<file path="config.mk">
export PLATFORM = sky130hd
export DESIGN_NAME = cm3_output_arb_rr
export DESIGN_NICKNAME = d
export VERILOG_FILES = /design/src/rtl/cm3_output_arb_rr.sv
export SDC_FILE = /design/constraint.sdc
export NUM_CORES = 1
export LEC_CHECK = 0
export ABC_CLOCK_PERIOD_IN_PS = 2100
export CAP_MARGIN = 10
export CORE_UTILIZATION = 45
export CTS_BUF_LIST = sky130_fd_sc_hd__clkbuf_16
export DETAILED_ROUTE_END_ITERATION = 6
export GPL_TIMING_DRIVEN = 1
export PLACE_DENSITY_LB_ADDON = 0.1
export SYNTH_ARGS = -nofsm -noshare
export SYNTH_HDL_FRONTEND = slang
export SYNTH_SLANG_ARGS = --single-unit
</file>
<file path="constraint.sdc">
create_clock -name HCLK -period 2.1 [get_ports HCLK]
set_input_delay 0.42 -clock HCLK [delete_from_list [all_inputs] [get_ports HCLK]]
set_output_delay 0.42 -clock HCLK [all_outputs]
set_load 0.01 [all_outputs]
</file>
<file path="src/rtl/cm3_output_arb_rr.sv">
// cm3_output_arb_rr
// Round-robin arbiter for one bus-matrix output stage. Returns a registered
// port number and a no_port flag, and keeps the grant for the length of a
// defined-length burst, for a capped INCR burst, and for a locked sequence.
module cm3_output_arb_rr #(
    parameter int NUM_PORTS = 2,
    parameter int PORT_BASE = 2,
    parameter int ID_W      = 3,
    parameter int MAX_BEATS = 16
) (
    input  logic                 HCLK,
    input  logic                 HRESET,
    input  logic [NUM_PORTS-1:0] req,
    input  logic                 HREADYM,
    input  logic                 HSELM,
    input  logic [1:0]           HTRANSM,
    input  logic [2:0]           HBURSTM,
    input  logic                 HMASTLOCKM,
    output logic [ID_W-1:0]      addr_in_port,
    output logic                 no_port
);

    localparam int PTR_W   = (NUM_PORTS > 1) ? $clog2(NUM_PORTS) : 1;
    // Wide enough for the INCR cap and for the 16-beat fixed bursts alike.
    localparam int CNT_RAW = $clog2(MAX_BEATS) + 1;
    localparam int CNT_W   = (CNT_RAW > 4) ? CNT_RAW : 4;

    localparam logic [1:0] TR_IDLE   = 2'b00;
    localparam logic [1:0] TR_BUSY   = 2'b01;
    localparam logic [1:0] TR_NONSEQ = 2'b10;
    localparam logic [1:0] TR_SEQ    = 2'b11;

    typedef enum logic {
        ST_ARB,
        ST_BURST
    } state_t;

    state_t             state, state_nxt;
    logic [CNT_W-1:0]   cnt, cnt_nxt;
    logic [PTR_W-1:0]   ptr, ptr_nxt;
    logic [ID_W-1:0]    addr_nxt;
    logic               no_port_nxt;
    logic               burst_hold;
    logic               hold;
    logic               burst_start;
    logic               win_found;
    logic [PTR_W-1:0]   win_idx;

    assign burst_start = HSELM && (HTRANSM == TR_NONSEQ) && (HBURSTM != 3'b000);

    // Beats remaining after the NONSEQ beat, indexed by HBURST.
    function automatic logic [CNT_W-1:0] burst_len_m1(input logic [2:0] hburst);
        logic [CNT_W-1:0] len;
        case (hburst)
            3'b010, 3'b011: len = CNT_W'(3);
            3'b100, 3'b101: len = CNT_W'(7);
            3'b110, 3'b111: len = CNT_W'(15);
            3'b001:         len = CNT_W'(MAX_BEATS - 1);
            default:        len = '0;
        endcase
        return len;
    endfunction

    // First set request scanning upward from the port after the pointer.
    function automatic logic [PTR_W:0] rr_pick(input logic [NUM_PORTS-1:0] r,
                                               input logic [PTR_W-1:0]     p);
        logic             found;
        logic [PTR_W-1:0] idx_w;
        int               idx;
        found = 1'b0;
        idx_w = '0;
        for (int k = 1; k <= NUM_PORTS; k++) begin
            idx = int'(p) + k;
            if (idx >= NUM_PORTS) idx = idx - NUM_PORTS;
            if (!found && r[idx]) begin
                found = 1'b1;
                idx_w = PTR_W'(idx);
            end
        end
        return {found, idx_w};
    endfunction

    // State register: burst tracker, pointer and registered grant; frozen while HREADYM=0.
    // NOTE: sequential state uses non-blocking assignments so every register samples pre-edge values.
    always_ff @(posedge HCLK or posedge HRESET) begin
        if (HRESET) begin
            state        <= ST_ARB;
            cnt          <= '0;
            ptr          <= PTR_W'(NUM_PORTS - 1);
            addr_in_port <= '0;
            no_port      <= 1'b1;
        end else if (HREADYM) begin
            state        <= state_nxt;
            cnt          <= cnt_nxt;
            ptr          <= ptr_nxt;
            addr_in_port <= addr_nxt;
            no_port      <= no_port_nxt;
        end
    end

    // Next-state logic: burst tracking and the burst part of the hold decision.
    // NOTE: every output gets a default first so no path leaves a value unassigned (no latch).
    always_comb begin
        state_nxt  = state;
        cnt_nxt    = cnt;
        burst_hold = 1'b0;
        if (state == ST_ARB) begin
            if (burst_start) begin
                state_nxt  = ST_BURST;
                cnt_nxt    = burst_len_m1(HBURSTM);
                burst_hold = 1'b1;
            end
        end else begin
            if (HSELM && (HTRANSM == TR_SEQ)) begin
                // Last-beat check precedes the decrement so the counter never wraps.
                if (cnt <= CNT_W'(1)) begin
                    state_nxt = ST_ARB;
                    cnt_nxt   = '0;
                end else begin
                    cnt_nxt    = cnt - CNT_W'(1);
                    burst_hold = 1'b1;
                end
            end else if (HSELM && (HTRANSM == TR_BUSY)) begin
                burst_hold = 1'b1;
            end else if (burst_start) begin
                cnt_nxt    = burst_len_m1(HBURSTM);
                burst_hold = 1'b1;
            end else begin
                // SINGLE, IDLE or deselected: burst ended early.
                state_nxt = ST_ARB;
                cnt_nxt   = '0;
            end
        end
    end

    // Output logic: keep the grant while held, otherwise pick the next requester.
    always_comb begin
        {win_found, win_idx} = rr_pick(req, ptr);
        hold        = HMASTLOCKM | burst_hold;
        addr_nxt    = addr_in_port;
        no_port_nxt = no_port;
        ptr_nxt     = ptr;
        if (!hold) begin
            if (win_found) begin
                addr_nxt    = ID_W'(PORT_BASE + int'(win_idx));
                no_port_nxt = 1'b0;
                ptr_nxt     = win_idx;
            end else begin
                no_port_nxt = 1'b1;
            end
        end
    end

endmodule

</file>
; ---- Word level (Yosys, flattened, before mapping)
; Cells that the tools add are included.
[totals]
ff_bits = 11
inputBits = 12
output_inout_bits = 4
[classes]
add_sub_neg = 6
magnitude_cmp = 5
n_eq_ne = 11
muxes = 25
bitwise_logic = 2
reduce_logical = 14
[op_table]
columns = cell, n
row1 = < comparator 32 x 3 -> 1 bit (second input constant), 2
row2 = 2-to-1 mux 32 bit, 2
row3 = 2-to-1 mux 5 bit, 6
row4 = 2-to-1 mux 1 bit, 16
row5 = == test 3 bit (second input constant), 4
row6 = case mux 4 bit (3 select lines), 1
row7 = == test 3 x 2 -> 1 bit (second input constant), 2
row8 = AND reduction 3 bit, 2
row9 = less-or-equal comparator 5 x 1 -> 1 bit (second input constant), 1
row10 = logical AND 1 bit, 5
row11 = subtractor 5 x 1 -> 5 bit (second input constant), 1
row12 = == test 2 bit (second input constant), 2
row13 = OR reduction 2 bit, 2
row14 = subtractor 3 x 2 -> 4 bit (second input constant), 1
row15 = adder 1 x 2 -> 3 bit (second input constant), 1
row16 = adder 2 x 1 -> 3 bit (first input constant), 1
row17 = == test 3 x 1 -> 1 bit (second input constant), 1
row18 = greater-or-equal comparator 3 x 2 -> 1 bit (second input constant), 1
row19 = inequality test 3 bit (second input constant), 1
row20 = nonzero test 3 bit, 1
row21 = OR reduction 3 bit, 1
row22 = subtractor 2 x 2 -> 3 bit (second input constant), 1
row23 = adder 1 x 1 -> 2 bit (second input constant), 1
row24 = == test 2 x 1 -> 1 bit (second input constant), 1
row25 = 6 further kinds, 6

; ---- Longest topological paths before layout
[logic_depth]
word_depth = 11
ltp_mapped = 6

; ---- Worst setup path after synthesis
; OpenSTA, ideal clock, no wires.
[synth_path]
kind = register to register
start = reg cnt[0]
end = reg cnt[4]
setup_time_ns = 0.124
arrival_ns = 1.551
setup_slack_ns = 0.425
path_stages_with_launch = 6
path_buffers = 0
period_less_slack_ns = 1.675
path_cell_list = dfrtp_1 > inv_1 > ha_1 > or3b_2 > and3_2 > a211o_2
[synth_between]
elab_chain_cells = 4
elab_cells_between_ends = 5
classes_between = 1 x add/sub / 1 x order compare / 3 x mux
[synth_lines]
columns = item, line
row1 = start: declaration, 39  ; logic [CNT_W-1:0] cnt, cnt_nxt;
row2 = start signal: assignment, 94  ; cnt <= cnt_nxt;
row3 = subtractor 5 x 1 -> 5 bit / less-or-equal comparator 5 x 1 -> 1 bit (equally long branches), "120, 116"
row4 = 2-to-1 mux 5 bit (*), 116  ; if (cnt <= CNT_W'(1)) begin
row5 = 2-to-1 mux 5 bit (*), 114  ; if (HSELM && (HTRANSM == TR_SEQ)) begin
row6 = 2-to-1 mux 5 bit (*), 107  ; if (state == ST_ARB) begin
; Every way passes the cells marked *; elsewhere a longest branch is shown, timed or not.
; A chain may end at the register's enable or synchronous reset.

; ---- Worst setup path after layout
; Same ends and word-level chain as after synthesis.

==> summary.md <==
| Metric | Value |
|---|---|
| Status | finished clean |
| Final Hold Violating Endpoints | 0 |
| M3 GR Usage | 0.0652 |
| Critical path type | register to register |
| Synth Area in XOR/XNOR | 0.0128 |
| R2R Path Start | cnt[0]$_DFFE_PP0P_ |
| Critical Path Max Stage Delay | 460 ps |
| Htree depth | 1 |
| Mapped Area | 684 um2 |
| Cts hold-fix bufs | 0 |
| DR vias/cell | 5.77 |
| Crit path DAT | 1890 ps |
| Design Power | 0.817 mW |
| Root Buffer | clkbuf_16 |
| Synthesized instance count | 71 |
| Peak supply drop | 0.828 mV |
| Area delta synth->final | 37.3% |
| Gr usage total | 0.197 |
| Pwr/cell area | 870 mW/mm2 |
| Share of cells above drive strength 1 | 0.242 |
| Initial Utilization | 0.507 |
| Met1 usage in global routing | 0.264 |
| RSZ-0062 raised after global routing | no |
| Synth area leader | dfrtp_1 |
| Post-synthesis compound-gate area fraction | 0.293 |
| Max Freq | 565 MHz |
| Worst endpoint required time | 2220 ps |
| Seq cells post-synth | 10 |
| Synth Area in Adders | 0.0366 |
| Number of DRC markers in iteration 0 | 16 |
| Top Ports | 16 |
| WL final | 1500 um |
| Syn nets | 85 |
| Ys flop type | dfrtp_1 |
| Hold Crit Class | input pin to async pin |
| Worst-path clk slew | 40 ps |
| Clk network pwr share | 0.418 |
| Crit path cell chain | inv_1, ha_1, or3b_2, and3_2, a211o_2 |
| GRT overflow | 0 |
| Post-synth EDFFs | 0 |
| Core area | 0.00135 mm2 |
| Max-cap violation count | 0 |
| Pint | 0.594 mW |
| Fin crit share | 0.842 |
| Hpwl dp | 1160 um |
| Sw frac | 0.273 |
| Clock Skew | 1.81 ps |
| Post-Syn Area per Cell | 9.64 um2 |
| Gpl congestion | 0.819 |
| Initial antenna violation count | 0 |
| Flop pwr share | 0.340 |
| Slew Viols, Final | 0 |
| DRC | 0 |
| Launching element type of the critical path | register |
| Seq/Total Area, Yosys | 0.369 |
| GRT busiest layer | met2 |
| Post-synth cell types | 41 |
| Die H | 41 um |
| WL per Instance | 14.1 um |
| TritonCTS buffer count | 3 |
| Reg2reg path depth | 5 |
| Row count | 13 |
| Fraction of the mapped netlist area in simple logic gates | 0.210 |
| Final Setup Violations | 0 |
| M2 GR Usage | 0.277 |
| Die X | 41 um |
| CTS Buffer Depth | 2 |
| CTS tree | yes |
| Global-route wire length before repair | 2060 um |
| Clock tree sinks | 10 |
| Number of global-route vias before repair | 497 |
| Mux share of post-synthesis cell area | 0.0219 |
| Synth warnings | 0 |
| Die area | 0.00168 mm2 |
| Via count | 612 |
| Antenna Cells | 0 |
| Min Tclk post-route | 1770 ps |
| Worst r2r dst | cnt[4]$_DFFE_PP0P_ |
| Combinational fraction of design power | 0.242 |
| Worst setup path endpoint | cnt[4]$_DFFE_PP0P_ |
| R2R setup slack | 330 ps |
| Most numerous cell in the Yosys netlist | dfrtp_1 |
| Largest family of logic cells by synthesized area | compound AO/OA/AOI/OAI gates |
| Post-layout nets | 106 |
| Largest cells by area after synthesis | dfrtp_1, dfstp_2, ha_1 |
| Post-synth top cells | dfrtp_1, inv_1, nor2_1 |
| LEAKAGE | 0.401 nW |
| # resized after CTS | 0 |
| Worst-skew pair later-pin latency | 240 ps |
| Net Sw Power | 0.223 mW |
| ANT nets after route | 0 |
| Setup_tns | 0 ps |
| Crit Path Max Fanout | 5 |
| Critical path capture point type | register |
| Yosys top cell area share | 0.293 |
| DR pass1 iterations | 4 |
| Synth async-reset ratio | 1.00 |
| Crit-path slowest cell | or3b_2 |
| Setup Buffers After CTS | 0 |
| Largest net degree at the start of global routing | 12 |
| I/O Buffers | 14 |
| Critical Path Start | cnt[0]$_DFFE_PP0P_ |
==> power groups by stage <==
stage / clock [mW] / sequential [mW] / combinational, mW
finish: 0.342 / 0.278 / 0.198
global route: 0.355 / 0.283 / 0.221
CTS: 0.348 / 0.277 / 0.199
detailed placement: 0 / 0.280 / 0.198
global placement: 0 / 0.278 / 0.194
floorplan: 0 / 0.272 / 0.129
==> sequential cells by signal (all words and copies together), names as in the netlist <==
name and flops:
state 1, cnt 5, ptr 1, no_port 1, addr_in_port 2
==> metrics by stage <==
step / hold slack [ps] / utilization / worst slack, ps / instances / instance area, um2
floorplan: 259 / - / 425 / 71 / 684
global placement: 460 / 0.638 / 131 / 102 / 861
detailed placement: 464 / 0.638 / 99.9 / 102 / 861
CTS: 473 / 0.696 / 343 / 106 / 940
global route: 506 / 0.696 / 266 / 106 / 940
finish: 463 / 0.696 / 331 / 106 / 940
==> metal layers <==
layer / wire (um) / vias to the layer above
met1: 705 / 283
met4: 23 / 0
met3: 118 / 4
met2: 650 / 22
met5: 0 / -
li1: - / 303
==> critical path, delay by kind of cell (launching register included) <==
family | cells | cell delay, ps
buf+inv | 1 | 100
compound gates | 1 | 250
flops | 1 | 430
fa+ha+maj | 1 | 190
simple gates | 2 | 680
==> cells in the final DEF, fill, tap and decap left out, types with 2 or more instances in the layout <==
cell type and n:
dfrtp_1 8, ha_1 2, nand2b_1 2, a31oi_1 3, dfstp_2 2, o22a_2 2, nor2_1 5, inv_1 6
clkdlybuf4s50_1 14, nand2_1 3, buf_4 4, a211oi_1 2, a2bb2oi_1 2, clkbuf_16 3, a21oi_1 2, o21ai_0 4
==> area by class of cell <==
cell class	instances	area, um2
sequential	10	253
inverter	6	22.5
clock buffer	3	75.1
multi-input combinational	53	397
timing repair buffer	18	170
fill	107	410
tap	15	18.8
clock inverter	1	3.75
==> how the worst min path moves through the flow <==
stage | start | end | cells past startpoint
2_1_floorplan | HRESET | addr_in_port[0]$_DFFE_PP0P_ | 1
3_3_place_gp | addr_in_port[1]$_DFFE_PP0P_ | addr_in_port[1]$_DFFE_PP0P_ | 1
3_5_place_dp | addr_in_port[1]$_DFFE_PP0P_ | addr_in_port[1]$_DFFE_PP0P_ | 1
4_1_cts | HRESET | cnt[4]$_DFFE_PP0P_ | 2
6_report | HRESET | cnt[4]$_DFFE_PP0P_ | 2
5_1_grt | addr_in_port[1]$_DFFE_PP0P_ | addr_in_port[1]$_DFFE_PP0P_ | 1
==> cell families after synthesis <==
| family | count (synthesis) |
|---|---|
| mux | 1 |
| buf+inv | 8 |
| fa+ha+maj | 2 |
| simple gates | 22 |
| other cells | 1 |
| compound gates | 26 |
| flops | 10 |
| xor+xnor | 1 |
Power figures use the tool's default switching activity.
